`src/rtl/cnt_pkg.sv`:
```
// Shared definitions for the counter sequencer and the counter register it drives.
package cnt_pkg;

    localparam int WIDTH_DEF = 4;
    localparam int PW_DEF    = 8;
    localparam int WCW_DEF   = 8;

    localparam logic [2:0] ST_IDLE = 3'd0;
    localparam logic [2:0] ST_LOAD = 3'd1;
    localparam logic [2:0] ST_RUN  = 3'd2;
    localparam logic [2:0] ST_FIN  = 3'd3;
    localparam logic [2:0] ST_ABRT = 3'd4;

    typedef enum logic [2:0] {
        S_IDLE = ST_IDLE,
        S_LOAD = ST_LOAD,
        S_RUN  = ST_RUN,
        S_FIN  = ST_FIN,
        S_ABRT = ST_ABRT
    } state_t;

endpackage

```
`src/rtl/cnt_sequencer_if.sv`:
```
// Command handshake between a command source and the counter sequencer.
interface cnt_sequencer_if
    import cnt_pkg::*;
#(
    parameter int WIDTH = WIDTH_DEF,
    parameter int PW    = PW_DEF
);
    logic             CMD_VALID;
    logic             CMD_READY;
    logic [WIDTH-1:0] CMD_VAL;
    logic             CMD_UP;
    logic             CMD_AUTO;
    logic [PW-1:0]    CMD_PRESC;

    modport master (
        output CMD_VALID, CMD_VAL, CMD_UP, CMD_AUTO, CMD_PRESC,
        input  CMD_READY
    );

    modport slave (
        input  CMD_VALID, CMD_VAL, CMD_UP, CMD_AUTO, CMD_PRESC,
        output CMD_READY
    );
endinterface

```
`src/rtl/cnt_prescaler.sv`:
```
// Step-rate prescaler: TICK every PRESC+1 cycles while CLR is low.
module cnt_prescaler
    import cnt_pkg::*;
#(
    parameter int PW = PW_DEF
) (
    input  logic          CLK,
    input  logic          ARST,
    input  logic          CLR,
    input  logic [PW-1:0] PRESC,
    output logic          TICK
);

    logic [PW-1:0] pcnt_q;
    logic [PW-1:0] pcnt_d;

    assign TICK = (pcnt_q == PRESC);

    // Next prescaler count: held at 0 while cleared, wraps to 0 on a tick.
    always_comb begin
        pcnt_d = pcnt_q + 1'b1;
        if (CLR || TICK) begin
            pcnt_d = '0;
        end
    end

    // Prescaler count register.
    always_ff @(posedge CLK or posedge ARST) begin
        if (ARST) begin
            pcnt_q <= '0;
        end else begin
            pcnt_q <= pcnt_d;
        end
    end

endmodule

```
`src/rtl/cnt_sequencer.sv`:
```
// Command-driven sequencer for the loadable up/down counter register.
//
// state | meaning
// IDLE  | waiting for a command, CMD_READY high
// LOAD  | loads the counter with the start value (0 when counting up)
// RUN   | steps the counter on each prescaler tick until T_IN hits terminal
// FIN   | DONE pulse; reloads when AUTO, otherwise back to IDLE
// ABRT  | synchronous clear of the counter after ABORT
module cnt_sequencer
    import cnt_pkg::*;
#(
    parameter int WIDTH = WIDTH_DEF,
    parameter int PW    = PW_DEF,
    parameter int WCW   = WCW_DEF
) (
    input  logic             CLK,
    input  logic             ARST,
    cnt_sequencer_if.slave   cmd,
    input  logic             ABORT,
    input  logic [WIDTH-1:0] T_IN,
    output logic             CNT_CE,
    output logic             CNT_LOAD,
    output logic             CNT_INC,
    output logic             CNT_DEC,
    output logic             CNT_SRST,
    output logic [WIDTH-1:0] CNT_IN,
    output logic             DONE,
    output logic             BUSY,
    output logic [WCW-1:0]   WRAPS
);

    state_t           state_q,  state_d;
    logic [WIDTH-1:0] val_q,    val_d;
    logic             up_q,     up_d;
    logic             auto_q,   auto_d;
    logic [PW-1:0]    presc_q,  presc_d;
    logic [WCW-1:0]   wraps_q,  wraps_d;

    logic             tick;
    logic [WIDTH-1:0] term;

    cnt_prescaler #(.PW(PW)) u_presc (
        .CLK   (CLK),
        .ARST  (ARST),
        .CLR   (state_q != S_RUN),
        .PRESC (presc_q),
        .TICK  (tick)
    );

    assign term          = up_q ? val_q : '0;
    assign cmd.CMD_READY = (state_q == S_IDLE);
    assign BUSY          = (state_q != S_IDLE);
    assign WRAPS         = wraps_q;

    // Next-state, field updates and Moore counter controls.
    always_comb begin
        state_d  = state_q;
        val_d    = val_q;
        up_d     = up_q;
        auto_d   = auto_q;
        presc_d  = presc_q;
        wraps_d  = wraps_q;
        CNT_CE   = 1'b0;
        CNT_LOAD = 1'b0;
        CNT_INC  = 1'b0;
        CNT_DEC  = 1'b0;
        CNT_SRST = 1'b0;
        CNT_IN   = '0;
        DONE     = 1'b0;

        case (state_q)
            S_IDLE: begin
                if (cmd.CMD_VALID) begin
                    val_d   = cmd.CMD_VAL;
                    up_d    = cmd.CMD_UP;
                    auto_d  = cmd.CMD_AUTO;
                    presc_d = cmd.CMD_PRESC;
                    wraps_d = '0;
                    state_d = S_LOAD;
                end
            end
            S_LOAD: begin
                CNT_CE   = 1'b1;
                CNT_LOAD = 1'b1;
                CNT_IN   = up_q ? '0 : val_q;
                state_d  = S_RUN;
            end
            S_RUN: begin
                if (tick) begin
                    if (T_IN == term) begin
                        state_d = S_FIN;
                    end else begin
                        CNT_CE  = 1'b1;
                        CNT_INC = up_q;
                        CNT_DEC = ~up_q;
                    end
                end
            end
            S_FIN: begin
                DONE = 1'b1;
                if (auto_q) begin
                    wraps_d = wraps_q + 1'b1;
                    state_d = S_LOAD;
                end else begin
                    state_d = S_IDLE;
                end
            end
            S_ABRT: begin
                CNT_SRST = 1'b1;
                state_d  = S_IDLE;
            end
            default: begin
                state_d = S_IDLE;
            end
        endcase

        // ABORT pre-empts any transition, including an auto-reload's WRAPS bump.
        if (ABORT && (state_q == S_LOAD || state_q == S_RUN || state_q == S_FIN)) begin
            state_d = S_ABRT;
            wraps_d = wraps_q;
        end
    end

    // State and latched command fields.
    always_ff @(posedge CLK or posedge ARST) begin
        if (ARST) begin
            state_q <= S_IDLE;
            val_q   <= '0;
            up_q    <= 1'b0;
            auto_q  <= 1'b0;
            presc_q <= '0;
            wraps_q <= '0;
        end else begin
            state_q <= state_d;
            val_q   <= val_d;
            up_q    <= up_d;
            auto_q  <= auto_d;
            presc_q <= presc_d;
            wraps_q <= wraps_d;
        end
    end

endmodule

```
`src/flat_wrapper.sv`:
```
// flat-port wrapper written by rule: the top's interface ports become plain ports
module cnt_sequencer_flat import cnt_pkg::*;
#(
    parameter int WIDTH = WIDTH_DEF,
    parameter int PW    = PW_DEF,
    parameter int WCW   = WCW_DEF
)
  (CLK, ARST, ABORT, T_IN, CNT_CE, CNT_LOAD, CNT_INC, CNT_DEC, CNT_SRST, CNT_IN, DONE, BUSY, WRAPS, cmd_CMD_VALID, cmd_CMD_VAL, cmd_CMD_UP, cmd_CMD_AUTO, cmd_CMD_PRESC, cmd_CMD_READY);
  cnt_sequencer_if #(.WIDTH(WIDTH), .PW(PW)) cmd_i ();
  input  logic CLK;
  input  logic ARST;
  input  logic ABORT;
  input  logic [WIDTH-1:0] T_IN;
  output logic CNT_CE;
  output logic CNT_LOAD;
  output logic CNT_INC;
  output logic CNT_DEC;
  output logic CNT_SRST;
  output logic [WIDTH-1:0] CNT_IN;
  output logic DONE;
  output logic BUSY;
  output logic [WCW-1:0] WRAPS;
  input wire logic [$bits(cmd_i.CMD_VALID)-1:0] cmd_CMD_VALID;
  input wire logic [$bits(cmd_i.CMD_VAL)-1:0] cmd_CMD_VAL;
  input wire logic [$bits(cmd_i.CMD_UP)-1:0] cmd_CMD_UP;
  input wire logic [$bits(cmd_i.CMD_AUTO)-1:0] cmd_CMD_AUTO;
  input wire logic [$bits(cmd_i.CMD_PRESC)-1:0] cmd_CMD_PRESC;
  output wire logic [$bits(cmd_i.CMD_READY)-1:0] cmd_CMD_READY;
  assign cmd_i.CMD_VALID = cmd_CMD_VALID;
  assign cmd_i.CMD_VAL = cmd_CMD_VAL;
  assign cmd_i.CMD_UP = cmd_CMD_UP;
  assign cmd_i.CMD_AUTO = cmd_CMD_AUTO;
  assign cmd_i.CMD_PRESC = cmd_CMD_PRESC;
  assign cmd_CMD_READY = cmd_i.CMD_READY;
  cnt_sequencer #(.WIDTH(WIDTH), .PW(PW), .WCW(WCW)) u_core (.CLK(CLK), .ARST(ARST), .cmd(cmd_i), .ABORT(ABORT), .T_IN(T_IN), .CNT_CE(CNT_CE), .CNT_LOAD(CNT_LOAD), .CNT_INC(CNT_INC), .CNT_DEC(CNT_DEC), .CNT_SRST(CNT_SRST), .CNT_IN(CNT_IN), .DONE(DONE), .BUSY(BUSY), .WRAPS(WRAPS));
endmodule
```
`config.mk`:
```
export PLATFORM = sky130hd
export DESIGN_NAME = cnt_sequencer_flat
export DESIGN_NICKNAME = d
export VERILOG_FILES = /design/src/rtl/cnt_pkg.sv /design/src/rtl/cnt_sequencer_if.sv /design/src/rtl/cnt_prescaler.sv /design/src/rtl/cnt_sequencer.sv /design/src/flat_wrapper.sv
export SDC_FILE = /design/constraint.sdc
export NUM_CORES = 1
export LEC_CHECK = 0
export CORE_UTILIZATION = 53
export DETAILED_ROUTE_END_ITERATION = 12
export PLACE_DENSITY = 0.95
export SLEW_MARGIN = 20
export SYNTH_ARGS = -nofsm -noshare
export SYNTH_HDL_FRONTEND = slang
export SYNTH_SLANG_ARGS = --single-unit
```
`constraint.sdc`:
```
create_clock -name CLK -period 3.8 [get_ports CLK]
set_input_delay 0.95 -clock CLK [delete_from_list [all_inputs] [get_ports CLK]]
set_output_delay 0.95 -clock CLK [all_outputs]
set_load 0.02 [all_outputs]
```
==> impl_metrics.json, run 1 <==
{
  "end_kind": "output port",
  "ys_async_sr_fraction_pct": 100,
  "final_net_count": 241,
  "antenna_found_initial": 0,
  "timing.max_cap.violations": 0,
  "clk-insertion-delay-late_ns": 0.35,
  "grt-ovfl-total": 0,
  "p_leak_nw": 0.972,
  "hold_path.class": "flop to flop",
  "cts-root-buf": "clkbuf_4",
  "die_h_um": 59.5,
  "grt_pass1_vias": 1401,
  "cts_inserted_buffers": 5,
  "setup_violations": 0,
  "start_util_pct": 56.5,
  "fmax_mhz": 279,
  "drive_gt1_share_pct": 11.5,
  "cp_max_fo": 3,
  "yosysUniqueCellTypes": 39,
  "drv_slew": 0,
  "synth_edf_count": 0,
  "cp_data_required_time_ns": 2.85,
  "peakVddDrop_mv": 0.414,
  "ios": 42,
  "rsz0062_at_grt": "false",
  "wirelength_um": 3590,
  "dp.cells": 254,
  "drc": 0,
  "cts_tree": "yes",
  "drtPass1Iterations": 4,
  "rows": 20,
  "yosysSeqAreaShare_pct": 47.1,
  "ys_ff_latch": 33,
  "h-tree-depth": 2,
  "finalClockSkew_ns": 0.00613,
  "dp_hpwl_um": 2600,
  "worst_ep_arrival_time_ns": 2.63,
  "cp-start-kind": "input port",
  "fin_cells": 262,
  "viasPerCell": 5.34,
  "io_buffer_count": 41,
  "syn_area_um2": 1750,
  "p_per_area_nw_per_um2": 577,
  "ys.flop_type": "dfrtp_1",
  "num_antenna_cells": 0,
  "via_count": 1400,
  "status": "finished clean",
  "grt_max_degree": 34,
  "die_x_um": 59.5,
  "cts_num_sinks": 33,
  "fin_crit_sh_pct": 94.2,
  "path_class": "input port to output port",
  "ant_nets": 0,
  "power_mw": 1.30,
  "path_clk_slew_ns": 0.10,
  "avgSynthCellArea_um2": 10.2,
  "grt_pass1_wl_um": 6010,
  "grt_usage_pct": 23.3,
  "hold_violations": 0,
  "synthCells": 172,
  "cts_setup_buffers": 0,
  "syn_to_final_growth_pct": 28.5,
  "worstMarginPinSlew_ns": 0.735,
  "wl_per_cell_um": 13.7,
  "globalplace.congestion": 0.874,
  "drt_iter0_drc": 68,
  "min_period_ns": 3.58,
  "die_area_um2": 3540,
  "coreArea_um2": 3100,
  "syn_nets": 196,
  "yosysWarnings": 0,
  "clk_path_buf_depth": 2,
  "ctsHoldBuffers": 0,
  "max_slew_margin_pct": 51.0,
  "postLayoutCoreUtil_pct": 72.6
}
layer usage:
layer	wire [µm]	global-route usage, %	part of all wire, %
met4	59	9.97	1.6
met1	1620	27.2	45
met2	1780	39.6	50
met5	0	0	0
met3	133	7.21	3.7
cell usage in the layout (no fill, tap or decap), types with 2 or more instances in the layout:
cell / count
clkdlybuf4s50_1: 38
dfrtp_1: 33
nor2_1: 16
xor2_1: 15
mux2_2: 12
nand2_1: 10
inv_1: 8
nand3_1: 8
o21ai_0: 7
and3_1: 7
xnor2_1: 5
clkbuf_4: 5
nor3_1: 4
nor4_1: 4
a211oi_1: 4
o31ai_1: 4
nand2b_1: 3
and2_1: 3
dlygate4sd2_1: 3
nand4b_1: 2
a21oi_1: 2
nand3b_1: 2
a21o_1: 2
ha_1: 2
clkinv_2: 2
buf_4: 2
final cells by class:
type | instances | area [µm²]
Tap cell | 44 | 55.1
Clock buffer | 5 | 37.5
Sequential cell | 33 | 826
Multi-Input combinational cell | 126 | 865
Fill cell | 245 | 851
Inverter | 8 | 30.0
Timing Repair Buffer | 43 | 422
Clock inverter | 3 | 17.5
flip-flops by register name, indices dropped and copies added (netlist names):
name,flops
u_core.WRAPS,8
u_core.auto_q,1
u_core.presc_q,8
u_core.state_q,3
u_core.u_presc.pcnt_q,8
u_core.up_q,1
u_core.val_q,4
logic make-up (layout without fill, tap and decap cells):
logic type | Yosys count | in the layout | synth area share (%)
AND/OR/NAND/NOR | 66 | 66 | 20.1
flip-flops | 33 | 33 | 47.1
AO/OA/AOI/OAI | 26 | 26 | 10.1
XOR/XNOR | 20 | 20 | 9.99
buffers and inverters | 13 | 59 | 3.57
multiplexers | 12 | 12 | 7.71
adder cells (fa/ha/maj) | 2 | 2 | 1.43
synthesized netlist by cell type, types with 2 or more instances:
library cell,number,share of area (%)
nor2_1,16,3.4
nand3b_1,2,0.86
inv_1,8,1.7
xor2_1,15,7.5
a211oi_1,4,1.7
and2_1,3,1.1
xnor2_1,5,2.5
buf_2,2,0.57
nand2b_1,3,1.1
nand4b_1,2,1.0
nand3_1,8,2.3
nand2_1,10,2.1
ha_1,2,1.4
mux2_2,12,7.7
a21o_1,2,0.86
and3_1,7,2.5
o31ai_1,4,1.7
nor4_1,4,1.4
nor3_1,4,1.1
dfrtp_1,33,47
o21ai_0,7,2.0
a21oi_1,2,0.57
worst paths after layout:
kind | startpoint | endpoint | slack, ns | cells past startpoint
max reg2reg | u_core.state_q[0]$_DFFE_PP0P_ | u_core.presc_q[7]$_DFFE_PP0P_ | 1.68 | 4
max | T_IN[2] | CNT_INC | 0.22 | 6
min in group asynchronous | ARST | u_core.WRAPS[7]$_DFFE_PP0P_ | 0.98 | 3
min reg2reg | u_core.presc_q[2]$_DFFE_PP0P_ | u_core.presc_q[2]$_DFFE_PP0P_ | 0.54 | 1
max in group asynchronous | ARST | u_core.WRAPS[5]$_DFFE_PP0P_ | 2.52 | 3
min | u_core.presc_q[2]$_DFFE_PP0P_ | u_core.presc_q[2]$_DFFE_PP0P_ | 0.54 | 1
through the flow:
stage | setup slack, ns | setup TNS (ns) | hold slack [ns] | area, µm²
CTS | 0.218 | 0 | 0.546 | 2250
detailed placement | -0.0953 | -0.206 | 0.521 | 2200
global placement | -0.00548 | -0.0129 | 0.515 | 2200
floorplan | 0.706 | 0 | 0.501 | 1750
global route | 0.103 | 0 | 0.549 | 2250
finish | 0.219 | 0 | 0.542 | 2250
critical path: stages:
cell	delay, ns
clkdlybuf4s50_1	0.51
xor2_1	0.15
nor3_1	0.07
o32a_1	0.33
nor4_1	0.25
dlygate4sd2_1	0.37
power breakdown:
group	switching (mW)	internal [mW]	total, mW	leakage (nW)
Sequential	0.114	0.448	0.561	0.428
Combinational	0.262	0.278	0.539	0.513
Clock	0.129	0.0696	0.199	0.0310
Total	0.505	0.795	1.30	0.972
repair_timing:
action / in CTS / in global routing
setup endpoints to repair: 3 / 0
gates resized for setup: 3 / 0
hold endpoints to repair: 0 / 0
No activity file was read; power rests on OpenSTA's default activity.
==> inputs of run 2 (changes only) <==
- CELL_PAD_IN_SITES_DETAIL_PLACEMENT: default -> 1
- CELL_PAD_IN_SITES_GLOBAL_PLACEMENT: default -> 1
- CORE_UTILIZATION: 53 -> 40
- PLACE_DENSITY: 0.95 -> 0.94
==> run 2 against run 1 <==
Against the previous run: critical path depth unchanged; first-iteration DRC count up 7.4%; worst setup slack better by 0.023 ns; wire length up 16%; count of clock-buffer cells in the layout up 2; register-to-register slack about the same; largest cell class unchanged.
==> impl_metrics.json, run 2 (synthesis gave the netlist of run 1 again) <==
{
  "status": "finished clean",
  "die_x_um": 68.2,
  "peakVddDrop_mv": 0.304,
  "p_sw_mw": 0.513,
  "setup_violations": 0,
  "cts_num_sinks": 33,
  "finalInstanceArea_um2": 2290,
  "wl_per_cell_um": 15.6,
  "multi_input_area_um2": 865,
  "clk_path_buf_depth": 2,
  "rows": 23,
  "drt_iter0_drc": 73,
  "wirelength_um": 4170,
  "start_util_pct": 42.6,
  "ant_nets": 0,
  "grt_pass1_vias": 1486,
  "finalClockSkew_ns": 0.00599,
  "fin_crit_sh_pct": 93.6,
  "num_antenna_cells": 0,
  "min_path_cells": 1,
  "drc": 0,
  "cts_tree": "yes",
  "p_comb_share_pct": 39.7,
  "coreArea_um2": 4120,
  "cp-start-kind": "input port",
  "cts_inserted_buffers": 5,
  "drv_slew": 0,
  "hold_violations": 0,
  "r2r_setup_slack_ns": 1.68,
  "final_net_count": 241,
  "cp_max_fo": 3,
  "drive_gt1_share_pct": 10.6,
  "clk-insertion-delay-late_ns": 0.28,
  "fmax_mhz": 281,
  "syn_to_final_growth_pct": 30.7,
  "power.share.sequential_pct": 41.2,
  "timing.max_cap.violations": 0,
  "cp-startpoint": "T_IN[2]",
  "min_period_ns": 3.56,
  "grt_max_degree": 34,
  "die_h_um": 68.2,
  "rsz0062_at_grt": "false",
  "path_clk_slew_ns": 0.06,
  "p_leak_nw": 0.985,
  "worstReg2RegEnd": "u_core.val_q[2]$_DFFE_PP0P_",
  "antenna_found_initial": 0,
  "grt_pass1_wl_um": 7010,
  "worst_ep_arrival_time_ns": 2.61,
  "end_kind": "output port",
  "globalplace.congestion": 0.770,
  "drtPass1Iterations": 6,
  "power_mw": 1.38,
  "p_per_area_nw_per_um2": 603,
  "hold_path.class": "flop to flop",
  "path_class": "input port to output port",
  "final-seq-area_um2": 826,
  "grt-ovfl-total": 0,
  "holdPathEnd": "u_core.presc_q[7]$_DFFE_PP0P_",
  "die_area_um2": 4650,
  "internal-power_mw": 0.870,
  "io_buffer_count": 41,
  "mostFrequentLayoutCell": "clkdlybuf4s50_1",
  "grt_usage_pct": 21.0,
  "clockPowerShare_pct": 19.1,
  "p_sw_share_pct": 37.1,
  "cp_data_required_time_ns": 2.85,
  "fillers": 467,
  "place_area_um2": 2210,
  "via_count": 1434,
  "final_cell_mix": "38 x clkdlybuf4s50_1, 33 x dfrtp_1, 16 x nor2_1",
  "cts_setup_buffers": 0,
  "ios": 42,
  "worstMarginPinSlew_ns": 0.732,
  "viasPerCell": 5.37,
  "max_slew_margin_pct": 51.2,
  "h-tree-depth": 2,
  "holdCritStartpoint": "u_core.presc_q[7]$_DFFE_PP0P_",
  "dp_hpwl_um": 3090,
  "cts-root-buf": "clkbuf_8",
  "r2r_start": "u_core.state_q[0]$_DFFE_PP0P_",
  "worstRegToRegCells": 4
}
-- run 2: changes by cell type in the layout (fill, tap and decap cells not counted), sizes merged --
cell      change
clkbuf        +2
clkinv        -2
clkinvlp      -1
-- run 2: power by group through the flow --
stage / clock network, mW / logic (mW) / registers, mW
floorplan: 0 / 0.411 / 0.520
detailed placement: 0 / 0.557 / 0.575
CTS: 0.273 / 0.557 / 0.568
global route: 0.285 / 0.605 / 0.586
global placement: 0 / 0.539 / 0.563
finish: 0.264 / 0.549 / 0.570
-- run 2: how the worst max path moves through the flow --
stage,to
CTS,CNT_DEC
global route,CNT_INC
global placement,CNT_DEC
detailed placement,CNT_DEC
finish,CNT_DEC
floorplan,CNT_DEC
-- run 2: critical path, cell delays in order --
cell,delay [ns]
clkdlybuf4s50_1,0.51
xor2_1,0.17
nor3_1,0.08
o32a_1,0.33
nor4_1,0.21
dlygate4sd2_1,0.36
-- run 2: layout make-up --
class | count | share of cell area [%]
tap | 50 | 2.73
timing repair buffer | 43 | 18.4
inverter | 8 | 1.31
clock buffer | 7 | 3.77
multi-input combinational | 126 | 37.7
sequential | 33 | 36.0
-- run 2: through the flow --
step	setup WS (ns)	hold WS [ns]	utilization [%]	TNS [ns]	cells
after detailed placement	-0.0943	0.522	53.7	-0.202	260
final	0.242	0.528	55.7	0	267
after global routing	0.126	0.552	55.7	0	267
after floorplan	0.706	0.501	-	0	172
after CTS	0.224	0.536	55.7	0	267
after global placement	-0.0109	0.514	53.7	-0.0270	260
-- run 2: layer usage --
metal  GRT usage (%)  up-vias  wire length, µm
li1                -      697                -
met5               0        -                0
met4            8.33        0               68
met2            35.0       23             2090
met3            6.50        8              142
met1            25.0      706             1880
-- run 2: repair_timing --
action / 4_1_cts / 5_1_grt
hold buffers: 0 / 0
resized for setup: 3 / 0
setup endpoints to repair: 3 / 0
